`src/rtl/ex_mc_ctrl.sv`:
```
// Multi-cycle EX controller: sequences 32-step divides, divide-by-zero
// shortcut and two-cycle MAC, and generates the pipeline stall vector.
//
// state | meaning
// ------+---------------------------------------------------------
// IDLE  | waiting for a multi-cycle request from EX
// DIVZ  | divisor is zero; one bubble before the default result
// DIV   | iterating, one step per cycle, 32 steps total
// MAC   | second multiply-accumulate cycle
// DONE  | result valid for one cycle, EX released
module ex_mc_ctrl (
    input  logic       clk,
    input  logic       rst,
    input  logic       start_i,
    input  logic [1:0] op_i,
    input  logic       divisor_zero_i,
    input  logic       annul_i,
    input  logic       stallreq_id_i,
    output logic [5:0] stall_o,
    output logic       init_o,
    output logic       step_o,
    output logic [5:0] cnt_o,
    output logic       signed_o,
    output logic       done_o,
    output logic       zero_o,
    output logic       busy_o
);

    localparam logic [2:0] ST_IDLE = 3'd0;
    localparam logic [2:0] ST_DIVZ = 3'd1;
    localparam logic [2:0] ST_DIV  = 3'd2;
    localparam logic [2:0] ST_MAC  = 3'd3;
    localparam logic [2:0] ST_DONE = 3'd4;

    localparam logic [1:0] OP_NONE = 2'b00;
    localparam logic [1:0] OP_DIV  = 2'b01;
    localparam logic [1:0] OP_MAC  = 2'b11;

    localparam logic [5:0] STALL_EX = 6'b001111;
    localparam logic [5:0] STALL_ID = 6'b000111;

    logic [2:0] state;
    logic [2:0] state_nxt;
    logic       zero_q;
    logic       accept;
    logic       running;
    logic       ex_stall;

    always_comb begin
        accept   = (state == ST_IDLE) & start_i & (op_i != OP_NONE) & ~annul_i & ~rst;
        running  = (state == ST_DIVZ) | (state == ST_DIV) | (state == ST_MAC);
        ex_stall = accept | (running & ~annul_i);
    end

    always_comb begin
        state_nxt = state;
        case (state)
            ST_IDLE: begin
                if (accept) begin
                    if (op_i == OP_MAC)
                        state_nxt = ST_MAC;
                    else if (divisor_zero_i)
                        state_nxt = ST_DIVZ;
                    else
                        state_nxt = ST_DIV;
                end
            end
            ST_DIVZ: state_nxt = annul_i ? ST_IDLE : ST_DONE;
            ST_DIV: begin
                if (annul_i)
                    state_nxt = ST_IDLE;
                else if (cnt_o == 6'd31)
                    state_nxt = ST_DONE;
            end
            ST_MAC:  state_nxt = annul_i ? ST_IDLE : ST_DONE;
            ST_DONE: state_nxt = ST_IDLE;
            default: state_nxt = ST_IDLE;
        endcase
    end

    always_ff @(posedge clk) begin
        if (rst) begin
            state    <= ST_IDLE;
            cnt_o    <= 6'd0;
            signed_o <= 1'b0;
            zero_q   <= 1'b0;
        end else begin
            state  <= state_nxt;
            // DIVZ always precedes DONE by one cycle, so this marks the default result
            zero_q <= (state == ST_DIVZ);
            if (accept) begin
                cnt_o    <= 6'd0;
                signed_o <= (op_i == OP_DIV);
            end else if ((state == ST_DIV) && !annul_i) begin
                cnt_o <= cnt_o + 6'd1;
            end
        end
    end

    always_comb begin
        init_o = accept;
        step_o = ~rst & ~annul_i & ((state == ST_DIV) | (state == ST_MAC));
        done_o = (state == ST_DONE);
        zero_o = ~rst & done_o & zero_q;
        busy_o = ~rst & (state != ST_IDLE);
        if (rst)
            stall_o = 6'b000000;
        else if (ex_stall)
            stall_o = STALL_EX;
        else if (running & annul_i)
            stall_o = 6'b000000;  // flush: release the whole pipe in the annul cycle
        else if (stallreq_id_i)
            stall_o = STALL_ID;
        else
            stall_o = 6'b000000;
    end

endmodule
```
`config.mk`:
```
export PLATFORM = sky130hd
export DESIGN_NAME = ex_mc_ctrl
export DESIGN_NICKNAME = d
export VERILOG_FILES = /design/src/rtl/ex_mc_ctrl.sv
export SDC_FILE = /design/constraint.sdc
export NUM_CORES = 1
export LEC_CHECK = 0
export BUFFER_PORTS_ARGS = -buffer_cell sky130_fd_sc_hd__buf_2
export CORE_UTILIZATION = 45
export DETAILED_ROUTE_END_ITERATION = 10
export GPL_TIMING_DRIVEN = 0
export PLACE_DENSITY = 0.74
export SLEW_MARGIN = 15
export SYNTH_ARGS = -nofsm -noshare
export SYNTH_HDL_FRONTEND = slang
export SYNTH_SLANG_ARGS = --single-unit
```
`constraint.sdc`:
```
create_clock -name clk -period 1.4 [get_ports clk]
set_input_delay 0.07 -clock clk [delete_from_list [all_inputs] [get_ports clk]]
set_output_delay 0.07 -clock clk [all_outputs]
set_load 0.005 [all_outputs]
```
Yosys cells after proc, flatten, opt, wreduce, memory -nomap -nowiden
Cells that the tools add are included. W data, S select, Z words.

Mux-type cells: 11. Reduce and logical (&&, ||, !) cells: 8. Eq/ne operators: 9. $add $sub $neg: 1. Bitwise logic cells: 17.

Operators by type and width (number): $mux W3 (6); $and A1 B1 Y1 (11); $pmux W3 S3 (1); $mux W4 (2); $add A6 B1 Y6 const B (1); $eq A3 B2 Y1 const B (2); $eq A6 B5 Y1 const B (1); $mux W2 (2); $or A1 B1 Y1 (4); $reduce_or A2 Y1 (2); $eq A3 B1 Y1 const B (1); $eq A3 B3 Y1 const B (1); $logic_not A3 Y1 (1); $ne A3 B2 Y1 const B (1); $reduce_bool A3 Y1 (1); $eq A2 B1 Y1 const B (1); $eq A2 B2 Y1 const B (1); $ne A2 B2 Y1 const B (1); $not A1 Y1 (2); $reduce_and A2 Y1 (1); $reduce_bool A2 Y1 (1); $logic_and A1 B1 Y1 (1); $logic_not A1 Y1 (1).

Register bits: 11. Input bits: 8.

Depth between registers and ports, before layout
Depth after elaboration: 8. Depth in mapped cells: 5.

Worst setup path after synthesis
No wires, ideal clock.

Path type: reg-to-output. From: register state[0]. To: output port stall_o[1]. Arrival time: 1.160 ns. Setup slack: 0.170 ns. Cell stages (with the launch flop): 6. Data required time: 1.330 ns. Buffers on the path: 2. Path through: dfxtp_1 or2_1 buf_2 a31oi_1 o21a_1 buf_4.

Longest elaborated chain between the ends: 8.

Ends and longest elaborated chain: from (decl) (line 42) `logic [2:0] state;`; from (signal assigned) (line 88) `state <= state_nxt;`; $logic_not A3 Y1 (line 50) `accept = (state == ST_IDLE) & start_i & (op_i != OP_NONE) & ~annul_i & ~rst;`; $and A1 B1 Y1 (4 in a row) (line 50); $or A1 B1 Y1 (line 52) `ex_stall = accept | (running & ~annul_i);`; $mux W4 * (line 108) `else if (ex_stall)`; $mux W4 * (line 106) `if (rst)`; to (decl) (line 19) `output logic [5:0] stall_o,`.

Every way passes the cells marked *; elsewhere a longest branch is shown, timed or not.

Final worst setup path
Same ends and word-level chain as after synthesis.

==> key figures <==
Timing
  • Max-slew violations: 0
  • Unrepaired setup endpoints after global routing: true
  • Final hold violation count: 0
  • Slew at the pin closest to its max-slew limit: 0.512 ns
  • Slew headroom: approximately two thirds
  • Final Cycle Share: 104%
  • Clock Skew: 0.000252 ns
  • Fin crit period: 1.45 ns
  • Worst setup slack after layout: -0.0509 ns
  • Final setup viols: 4
  • Achievable frequency: approximately 690 MHz

Placed design
  • IO buf count: 23
  • Placement Setup Slack: 0.0371 ns
  • GPL Wtd Cong: approximately 0.74
  • Final HPWL DP: 896 um

Floorplanning
  • Chip width: 38.8 um
  • Num rows: 12
  • DIE AREA: roughly 1500 um^2
  • Initial Utilization: 51.5%
  • Core area: 1190 um^2
  • Die Ht: around 39 um
  • # IOs: 26

GRT
  • Vias in the first global route: approximately 460
  • Initial antenna violation count: 0
  • Grt ovf: 0
  • First-pass GRT wire length: 2010 um
  • Pin count of the biggest net entering global routing: 8
  • Total Routing Usage GR: a little over a fifth

Setup path
  • CP Class: reg -> out
  • Crit path capture type: primary output
  • Arrival @ worst endpoint: 1.38 ns
  • Crit start category: register
  • Worst path slowest cell: dfxtp_4
  • Crit-path max cell delay: 0.36 ns
  • Crit path max fanout: 4
  • Cells along the critical path: or2_4, a31oi_1, o21a_1, buf_4, buf_6
  • Critical path buffers and inverters: 2
  • Critical path's top delay family: flip-flops
  • CP required: 1.33 ns

Cells and area
  • Synth-to-layout area growth: 40.8%
  • Layout Nets: approximately 110
  • Commonest cells after routing, fill and taps aside: buf_2 (21), nor2_1 (10), buf_4 (9), dfxtp_1 (8), nand2_1 (5)
  • Filler cells: 101
  • Diode count: 0
  • Most common cell after layout, fill and taps aside: buf_2
  • Layout Utilization: 72.5%
  • Share of cells above drive strength 1: 46.5%

Synth
  • Register area share after synthesis: a little over a third
  • Ranking of synthesized cells by area: dfxtp_1 (36%), nor2_1 (6.1%), xor2_1 (5.7%)
  • Yosys Warn Count: 0
  • Synthesized flop and latch total: 11
  • Largest area contributor in the netlist: dfxtp_1
  • Post-Synthesis Cells: 69
  • Synth unique cells: 30
  • Yosys top cell area share: 36.1%
  • Post-Synthesis Mean Instance Area: just under 9 um^2
  • Mapped Area: 611 um^2

Flow run
  • Number of max-cap violations: 0

Power and ir drop
  • Logic pwr share: 22.5%
  • Final Power: between 0.0006 and 0.0007 W
  • Psw: 0.000186 W
  • Maximum vdd ir drop: 0.000927 V
  • Pwr dens: 807 nW/um^2
  • Pleak: 0.411 nW
  • Int Pwr: 0.000507 W
  • Flop pwr share: 46.7%
  • Switch share: 26.8%
  • Clock power share: 30.8%

CTS
  • Clock Sink Count: 11
  • Root Driver: clkbuf_4
  • Clock transition at path regs: 0.07 ns
  • H-tree lvl count: 1
  • Clk Latency, worst-skew pair: 0.27 ns
  • Clk buf depth: 2
  • CTS tree: built
  • Cts bufs inserted: 3
  • # hold bufs at CTS: 0

Routing
  • Vias: 604
  • Final ANT Viol Nets: 0
  • Via-to-Cell Ratio: 5.25
  • Drt drc: 0
  • Detailed Routing Iterations Pass 1: 4
  • WL final: 1350 um
  • Initial DRC Count: 16
  • Avg WL per Cell: between 10 and 15 um

Status
  • Run status: finished, violations left
  • Failing checks: setup timing

Worst hold path
  • Worst Hold Class: in -> reg
[sequential cells by signal, indices dropped and copies added, names as in the netlist]
signal    count
cnt_o         6
signed_o      1
state         3
zero_q        1
[power by group through the flow]
stage / Sequential, W / Clock, W / Combinational [W]
after detailed placement: 0.000333 / 0 / 0.000121
after CTS: 0.000323 / 0.000226 / 0.000142
after global routing: 0.000324 / 0.000238 / 0.000171
after floorplan: 0.000332 / 0 / 0.0000779
after global placement: 0.000333 / 0 / 0.000119
final: 0.000324 / 0.000213 / 0.000156
[worst paths after layout]
check	startpoint	end	slack, ns	depth (start not counted)
min	rst	state[1]	0.06	2
max	state[0]	stall_o[1]	-0.05	5
max reg2reg	state[0]	state[1]	0.09	5
min reg2reg	signed_o	signed_o	0.46	1
[per-stage QoR]
| step | TNS (ns) | hold slack (ns) | cell area (um^2) | instances |
|---|---|---|---|---|
| after CTS | -0.209 | 0.0255 | 821 | 112 |
| after detailed placement | 0 | 0.327 | 747 | 107 |
| after floorplan | 0 | 0.136 | 614 | 70 |
| after global placement | 0 | 0.325 | 747 | 107 |
| final | -0.140 | 0.0603 | 860 | 115 |
| after global routing | -0.557 | 0.0546 | 860 | 115 |
[cells in the mapped netlist (all sizes together)]
cell type / count
a32o: 1
nor2: 11
nand2: 5
xnor2: 1
a21oi: 3
mux2i: 1
dfxtp: 11
a221oi: 1
a31oi: 1
or2: 2
conb: 1
o21ai: 1
and3: 1
o211a: 1
nor4b: 3
o211ai: 1
ha: 1
buf: 6
nand4: 3
inv: 3
nor4: 1
a211oi: 1
nor3: 1
xor2: 4
nor3b: 2
a21o: 1
o21a: 1
[cell type report]
type                       instances  area (um^2)  share of cell area, %
clock buffer                       4         26.3                   3.06
sequential                        11          229                   26.6
buffer                             5         41.3                   4.80
inverter                           3         11.3                   1.31
multi-input combinational         50          369                   42.9
timing repair buffer              28          165                   19.2
tap                               14         17.5                   2.04
[repair_timing]
action / 4_1_cts / 5_1_grt
setup endpoints to repair: 8 / 15
gates cloned: 0 / 0
buffers inserted: 2 / 3
resized for setup: 11 / 3
pin swaps: 2 / 3
[layer usage]
| layer | global-route usage (%) | routed length, um | vias to the layer above |
|---|---|---|---|
| met5 | 0 | 0 | - |
| met4 | 15.5 | 28 | 0 |
| met3 | 8.67 | 73 | 4 |
| met2 | 29.2 | 622 | 19 |
| met1 | 26.6 | 628 | 279 |
| li1 | - | - | 302 |
[kinds of logic (layout without fill, tap and decap cells)]
group | count (synthesis) | count (layout) | share of synthesized area [%]
compound gates | 12 | 12 | 15.0
xor+xnor | 5 | 5 | 7.17
fa+ha+maj | 1 | 1 | 2.05
buf+inv | 9 | 40 | 8.40
flops | 11 | 11 | 36.1
mux | 1 | 1 | 1.64
other cells | 1 | 2 | 0.614
simple gates | 29 | 29 | 29.1
Note: power is estimated with default switching activity, not from simulation.
